==> config.mk <==
export PLATFORM = sky130hd
export DESIGN_NAME = instr_encoder
export DESIGN_NICKNAME = d
export VERILOG_FILES = /design/src/rtl/instr_encoder.sv
export SDC_FILE = /design/constraint.sdc
export NUM_CORES = 1
export LEC_CHECK = 0
export ABC_AREA = 1
export CORE_MARGIN = 1
export CORE_UTILIZATION = 39
export DETAILED_ROUTE_END_ITERATION = 8
export GPL_ROUTABILITY_DRIVEN = 0
export HOLD_SLACK_MARGIN = 0.02
export MAX_ROUTING_LAYER = met4
export PLACE_DENSITY = 0.74
export SYNTH_ARGS = -nofsm -noshare
export SYNTH_HDL_FRONTEND = slang
export SYNTH_SLANG_ARGS = --single-unit
==> constraint.sdc <==
create_clock -name clk -period 3.05 [get_ports clk]
set_clock_uncertainty 0.1 [all_clocks]
set_input_delay 0.915 -clock clk [delete_from_list [all_inputs] [get_ports clk]]
set_output_delay 0.915 -clock clk [all_outputs]
set_load 0.005 [all_outputs]
==> src/rtl/instr_encoder.sv <==
// RV32I field-set to instruction-word encoder with a single output register and sequential addressing.
// Optional IMM_RANGE_CHECK_EN rejects immediates that do not fit the selected format.
module instr_encoder #(
  parameter int              XLEN      = 32,
  parameter logic [XLEN-1:0] BASE_ADDR = '0
) (
  input  logic            clk,
  input  logic            rst,
  input  logic            in_valid,
  output logic            in_ready,
  input  logic [6:0]      opcode,
  input  logic [2:0]      f3,
  input  logic [6:0]      f7,
  input  logic [4:0]      srcRegister1,
  input  logic [4:0]      srcRegister2,
  input  logic [4:0]      desRegister,
  input  logic [XLEN-1:0] imm,
  output logic            out_valid,
  input  logic            out_ready,
  output logic [XLEN-1:0] instruction,
  output logic [XLEN-1:0] out_addr,
  output logic            err
);

  localparam logic [6:0] OP_R     = 7'b0110011;
  localparam logic [6:0] OP_IMM   = 7'b0010011;
  localparam logic [6:0] OP_LOAD  = 7'b0000011;
  localparam logic [6:0] OP_JALR  = 7'b1100111;
  localparam logic [6:0] OP_SYS   = 7'b1110011;
  localparam logic [6:0] OP_STORE = 7'b0100011;
  localparam logic [6:0] OP_BR    = 7'b1100011;
  localparam logic [6:0] OP_LUI   = 7'b0110111;
  localparam logic [6:0] OP_AUIPC = 7'b0010111;
  localparam logic [6:0] OP_JAL   = 7'b1101111;

  typedef enum logic [2:0] {FMT_R, FMT_I, FMT_S, FMT_B, FMT_U, FMT_J, FMT_BAD} fmt_e;

  fmt_e            fmt;
  logic [31:0]     enc;
  logic            imm_ok;
  logic            legal;
  logic            in_hs, out_hs;

  logic            out_valid_d, out_valid_q;
  logic            err_d, err_q;
  logic [XLEN-1:0] instr_d, instr_q;
  logic [XLEN-1:0] addr_d, addr_q;

  always_comb begin
    fmt = FMT_BAD;
    case (opcode)
      OP_R:                             fmt = FMT_R;
      OP_IMM, OP_LOAD, OP_JALR, OP_SYS: fmt = FMT_I;
      OP_STORE:                         fmt = FMT_S;
      OP_BR:                            fmt = FMT_B;
      OP_LUI, OP_AUIPC:                 fmt = FMT_U;
      OP_JAL:                           fmt = FMT_J;
      default:                          fmt = FMT_BAD;
    endcase
  end

  always_comb begin
    enc = '0;
    case (fmt)
      FMT_R: enc = {f7, srcRegister2, srcRegister1, f3, desRegister, opcode};
      FMT_I: enc = {imm[11:0], srcRegister1, f3, desRegister, opcode};
      FMT_S: enc = {imm[11:5], srcRegister2, srcRegister1, f3, imm[4:0], opcode};
      FMT_B: enc = {imm[12], imm[10:5], srcRegister2, srcRegister1, f3,
                    imm[4:1], imm[11], opcode};
      FMT_U: enc = {imm[31:12], desRegister, opcode};
      FMT_J: enc = {imm[20], imm[10:1], imm[11], imm[19:12], desRegister, opcode};
      default: enc = '0;
    endcase
  end

`ifdef IMM_RANGE_CHECK_EN
  logic signed [XLEN-1:0] simm;
  assign simm = $signed(imm);

  // Branch/jump offsets must also be even; U immediates carry no low bits.
  always_comb begin
    imm_ok = 1'b1;
    case (fmt)
      FMT_I, FMT_S: imm_ok = (simm >= -2048) && (simm <= 2047);
      FMT_B:        imm_ok = (simm >= -4096) && (simm <= 4094) && !imm[0];
      FMT_J:        imm_ok = (simm >= -(1 << 20)) && (simm <= (1 << 20) - 2) && !imm[0];
      FMT_U:        imm_ok = (imm[11:0] == 12'd0);
      default:      imm_ok = 1'b1;
    endcase
  end
`else
  assign imm_ok = 1'b1;
`endif

  assign legal    = (fmt != FMT_BAD) && imm_ok;
  assign in_ready = !out_valid_q || out_ready;
  assign in_hs    = in_valid && in_ready;
  assign out_hs   = out_valid_q && out_ready;

  // addr_q names the slot of the word in the register, or the next slot when empty.
  always_comb begin
    out_valid_d = out_valid_q;
    instr_d     = instr_q;
    addr_d      = addr_q;
    err_d       = 1'b0;
    if (out_hs) begin
      out_valid_d = 1'b0;
      addr_d      = addr_q + XLEN'(4);
    end
    if (in_hs) begin
      if (legal) begin
        out_valid_d = 1'b1;
        instr_d     = XLEN'(enc);
      end else begin
        err_d = 1'b1;
      end
    end
  end

  always_ff @(posedge clk) begin
    if (rst) begin
      out_valid_q <= 1'b0;
      err_q       <= 1'b0;
      instr_q     <= '0;
      addr_q      <= BASE_ADDR;
    end else begin
      out_valid_q <= out_valid_d;
      err_q       <= err_d;
      instr_q     <= instr_d;
      addr_q      <= addr_d;
    end
  end

  assign out_valid   = out_valid_q;
  assign err         = err_q;
  assign instruction = instr_q;
  assign out_addr    = addr_q;

endmodule
==> reports/qor.yml <==
clock_network:
  ctsHoldBuffers: 0
  cts_made_buffers: 9
  clock_latency_ps: 330
  clockBufferDepth: 2
  clock_sinks: 64
  clockRootBuffer: "clkbuf_8"
  cts_tree: "built"
  htree_levels: 3
  clkTransAtPathRegs_ps: 70
synth:
  yosys.cell_types.count: 31
  synth_warnings: 0
  synth_edf_count: 0
  ys_seq_area_frac: 0.387
  synth_top_area_cell: "dfxtp_1"
  synthFlopType: "dfxtp_1"
  syn_area_um2: 3310
  ys_seq_elements: 64
  postSynthAreaPerCell_um2: 6.49
  async_flop_share: 0
  syn-instance-count: 510
  yosysMostFrequentCell: "nand2_1"
  synth.area.top_cells: "dfxtp_1, nand2_1, a21oi_1"
  synth_top_area_share: 0.387
  synth_commonest_cells: "nand2_1, dfxtp_1, a21oi_1"
finish:
  fillCellCount: 755
  register_area_um2: 1280
  post-route-util: 0.635
  antenna_cells: 0
  multi_input_area_um2: 1790
  nets: 740
  final_layout_size_suffix_gt1_frac: 0.119
  area_growth_pct: 57.6
power:
  power.share.combinational: 0.110
  p_per_area_nw_per_um2: 344
  switching_share: 0.234
  power_frac_clock: 0.423
  power_frac_seq: 0.467
  ir_worst_vdd_mv: 0.199
  p_sw_uw: 419
  leakagePower_nw: 2.01
  intPower_mw: 1.37
hold_path:
  hold_path.class: "flip-flop to flip-flop"
critical_path:
  start_kind: "primary input"
  cp-end-kind: "output pin"
  required_ps: 2030
  worstSetupPathType: "primary input to output pin"
  arrival_ps: 2010
  cp_max_fo: 2
global_route:
  grtUsageTotal: 0.241
  grt_max_degree: 44
  grt_pass1_vias: 3586
  grt_pass1_wl_mm: 16.3
  overflow: 0
  antenna_found_initial: 0
timing:
  worst_pin_slew_ps: 563
  finalSetupViolations: 0
  drv_slew: 0
  totalNegativeSetupSlack_ps: 0
  post-route-period-util: 0.991
  hold_viol: 0
  maxSlewHeadroom: 0.624
  fin_crit_ps: 3020
  fmax_mhz: 331
placed_design:
  hpwl_mm: 7.69
  port_buffers: 132
route:
  routed-via-count: 3835
  via_per_inst: 4.92
  routedWlPerCell_um: 13.1
  drt-initial-drc-count: 222
  finalWirelength_mm: 10.2
  dr.pass1.iters: 4
  drc: 0
  antenna_left: 0
status:
  outcome: "completed"
floorplan:
  fp.dieArea_um2: 8860
  core_area_um2: 8220
  rows: 33
  fp.dieW_um: 94.1
  num_io_pins: 135
  die_y_um: 94.1
  initial_core_util: 0.403
run:
  max_cap_violations: 0
[sequential cells by signal, summed over array words and instances (netlist names)]
name         count
out_addr        30
err              1
instruction     32
out_valid        1
[area by class of cell]
| class | count | share of cell area |
|---|---|---|
| Tap cell | 105 | 0.0252 |
| Timing Repair Buffer | 167 | 0.310 |
| Inverter | 51 | 0.0367 |
| Clock buffer | 12 | 0.0298 |
| Sequential cell | 64 | 0.246 |
| Clock inverter | 4 | 0.00984 |
| Multi-Input combinational cell | 377 | 0.343 |
[repair_timing]
| item | CTS | global route |
|---|---|---|
| setup endpoints to repair | 0 | 32 |
| setup buffers | 0 | 2 |
| resized for setup | 0 | 18 |
| endpoints found under the hold margin | 0 | 0 |
[kinds of logic (layout without fill, tap and decap cells)]
kind of cell	after synthesis	count (layout)	share of synthesized area
AO/OA/AOI/OAI	77	77	0.121
XOR/XNOR	4	4	0.0106
adder cells (fa/ha/maj)	2	2	0.00756
buffers and inverters	71	234	0.0926
flip-flops	64	64	0.387
other	1	2	0.00113
AND/OR/NAND/NOR	291	292	0.380
[placed cells by master (no fill, tap or decap), types with 4 or more instances in the layout]
| master | instances |
|---|---|
| nand3_1 | 50 |
| clkbuf_8 | 11 |
| nand4_1 | 8 |
| nand2_2 | 4 |
| a21oi_1 | 50 |
| inv_1 | 44 |
| clkdlybuf4s50_1 | 128 |
| buf_4 | 32 |
| nor3_1 | 17 |
| o21ai_0 | 20 |
| dfxtp_1 | 64 |
| nor2_1 | 37 |
| nor2_4 | 5 |
| nand2_1 | 161 |
| inv_2 | 7 |
[power groups by stage]
| stage | combinational (mW) | clock [mW] | sequential, mW |
|---|---|---|---|
| 3_3_place_gp | 0.187 | 0 | 0.857 |
| 3_5_place_dp | 0.188 | 0 | 0.857 |
| 6_report | 0.197 | 0.758 | 0.838 |
| 5_1_grt | 0.212 | 0.811 | 0.838 |
| 2_1_floorplan | 0.0631 | 0 | 0.858 |
| 4_1_cts | 0.189 | 0.773 | 0.838 |
[worst max-delay path, cell delays in order]
cell	delay, ps
clkdlybuf4s50_1	480
inv_1	40
nand2_1	70
clkdlybuf4s50_1	500
[metrics by stage]
step | hold WS, ps | worst slack [ps] | instance area, um^2 | cells | power (mW)
2_1_floorplan | 353 | 116 | 3310 | 511 | 0.921
3_3_place_gp | 353 | -198 | 4920 | 761 | 1.04
3_5_place_dp | 357 | -322 | 4920 | 761 | 1.05
4_1_cts | 369 | 13.4 | 5120 | 777 | 1.80
5_1_grt | 388 | -34.7 | 5220 | 780 | 1.86
6_report | 367 | 26.3 | 5220 | 780 | 1.79
[layer usage]
| layer | up-vias | share of wire | global-route usage |
|---|---|---|---|
| met1 | 1736 | 0.45 | 0.289 |
| li1 | 1966 | - | - |
| met5 | - | 0 | - |
| met4 | 0 | 0.020 | 0.0885 |
| met2 | 116 | 0.49 | 0.407 |
| met3 | 17 | 0.043 | 0.0356 |
[worst paths after layout]
path / startpoint / depth (start not counted) / to / slack (ps)
worst max-delay path: out_ready / 4 / in_ready / 30
worst min register to register: instruction[23] / 2 / instruction[23] / 370
worst max register to register: out_addr[17] / 7 / out_addr[29] / 1140
worst min-delay path: instruction[23] / 2 / instruction[23] / 370
Power figures use the tool's default switching activity.
==> RTL change (config.mk and constraints unchanged) <==
`instr_q` no longer has a reset.
--- a/src/rtl/instr_encoder.sv
+++ b/src/rtl/instr_encoder.sv
@@ -121,14 +121,16 @@
     if (rst) begin
       out_valid_q <= 1'b0;
       err_q       <= 1'b0;
-      instr_q     <= '0;
       addr_q      <= BASE_ADDR;
     end else begin
       out_valid_q <= out_valid_d;
       err_q       <= err_d;
-      instr_q     <= instr_d;
       addr_q      <= addr_d;
     end
+  end
+
+  always_ff @(posedge clk) begin
+    instr_q <= instr_d;
   end
 
   assign out_valid   = out_valid_q;
Check against the original RTL: not equivalent (a bounded check fails within 4 cycles, from zero or initial values and one cycle with rst high).
==> RTL change against the original RTL <==
- worst setup slack improved by 0.12 ns
- total power rose by 9.1%
- design area rose by 2.9%
- highest routed layer unchanged
- core utilization rose by 0.86 points
- register-to-register slack got worse by 0.09 ns
- maximum frequency rose by 4.2%
- sequential cell count did not move
- combinational power rose by 15%
- routed wire length fell by 8.7%
- clock power rose by 7.7%
- area after synthesis rose by 3.1%
==> RTL change: results (changes against the original RTL) <==
met3 usage: 5.423% (was 3.560%)
maximum VDD drop: 0.2374 mV (was 0.1987 mV)
Yosys cell types: 34 (was 31)
clk tree area frac: 4.198% (was 3.959%)
hold worst-path end: out_addr[8]$_SDFFE_PP0P_ (was instruction[23]$_SDFFE_PP0P_)
Layout Nets: 675 (was 740)
Post-DP Area: 5095 µm² (was 4918 µm²)
DP Worst Slack: -0.2032 ns (was -0.3218 ns)
routed length on met2: 4672 µm (was 4987 µm)
maximum fanout along the worst path: 7 (was 2)
seq_cells: 64 (unchanged)
register area share after synthesis: 46.96% (was 38.71%)
clock buf count: 13 (was 12)
multi-input combinational area share: 29.15% (was 34.31%)
vias per cell: 4.880 (was 4.917)
M1 WL: 3888 µm (was 4562 µm)
met3 wire length: 616 µm (was 439 µm)
hold wc startpoint: out_addr[8]$_SDFFE_PP0P_ (was instruction[23]$_SDFFE_PP0P_)
Total GRT Usage: 21.71% (was 24.07%)
Signal buffers: 168 (was 167)
status: finished clean (unchanged)
layout cell share with drive strength beyond 1: 15.25% (was 11.85%)
largest net degree at the start of global routing: 22 (was 44)
Synth top cells by count: nand2_1, nor2_1, inv_1 (was nand2_1, dfxtp_1, a21oi_1)
Post-synth EDFFs: 32 (was 0)
Hold Worst Slack: 0.3948 ns (was 0.3671 ns)
initial DRC count: 92 (was 222)
R2R depth: 10 (was 7)
Lkg Pwr: 1.975 nW (was 2.009 nW)
==> RTL change: changes by cell type after synthesis, moves of 27 or more <==
cell	unedited run	this run
edfxtp_1	0	32
nand3_1	51	19
dfxtp_1	64	32
a21oi_1	52	17
nor2_1	38	65
nand2_1	164	111
==> RTL change: logic make-up (layout without fill, tap and decap cells) <==
logic type               after synthesis  in the layout  share of synthesized area (%)
AND/OR/NAND/NOR                      242            242                          32.39
flip-flops                            64             64                          46.96
XOR/XNOR                              14             14                          3.595
adder cells (fa/ha/maj)                2              2                         0.7336
AO/OA/AOI/OAI                         49             49                          8.254
other                                  1              2                         0.1099
buffers and inverters                 63            237                          7.960
==> RTL change: critical path: stages <==
cell	delay, ns
clkdlybuf4s50_1	0.51
inv_2	0.05
nand2_2	0.08
nor2_4	0.04
nand2_1	0.07
nand2_1	0.08
inv_2	0.06
ha_1	0.15
nand2_2	0.09
nor2_4	0.25
nor2_4	0.06
buf_4	0.15
inv_1	0.16
nor2_1	0.06
nor3_1	0.21
==> RTL change: worst max-delay path by stage <==
stage                   start                   endpoint  slack, ns  cells past startpoint
floorplan           opcode[0]   instruction[0]$_DFFE_PP_       0.14                      9
global placement    opcode[0]  instruction[31]$_DFFE_PP_       -0.1                     17
detailed placement  opcode[0]   instruction[9]$_DFFE_PP_      -0.20                     14
CTS                 out_ready                   in_ready       0.03                      4
global route        opcode[3]  instruction[28]$_DFFE_PP_      0.005                     17
finish              opcode[4]  instruction[19]$_DFFE_PP_       0.15                     15
==> RTL change: power breakdown <==
part / internal, mW / switching, mW
sequential: 0.910 / 0.00444
clock: 0.471 / 0.344
combinational: 0.137 / 0.0896
total: 1.52 / 0.438
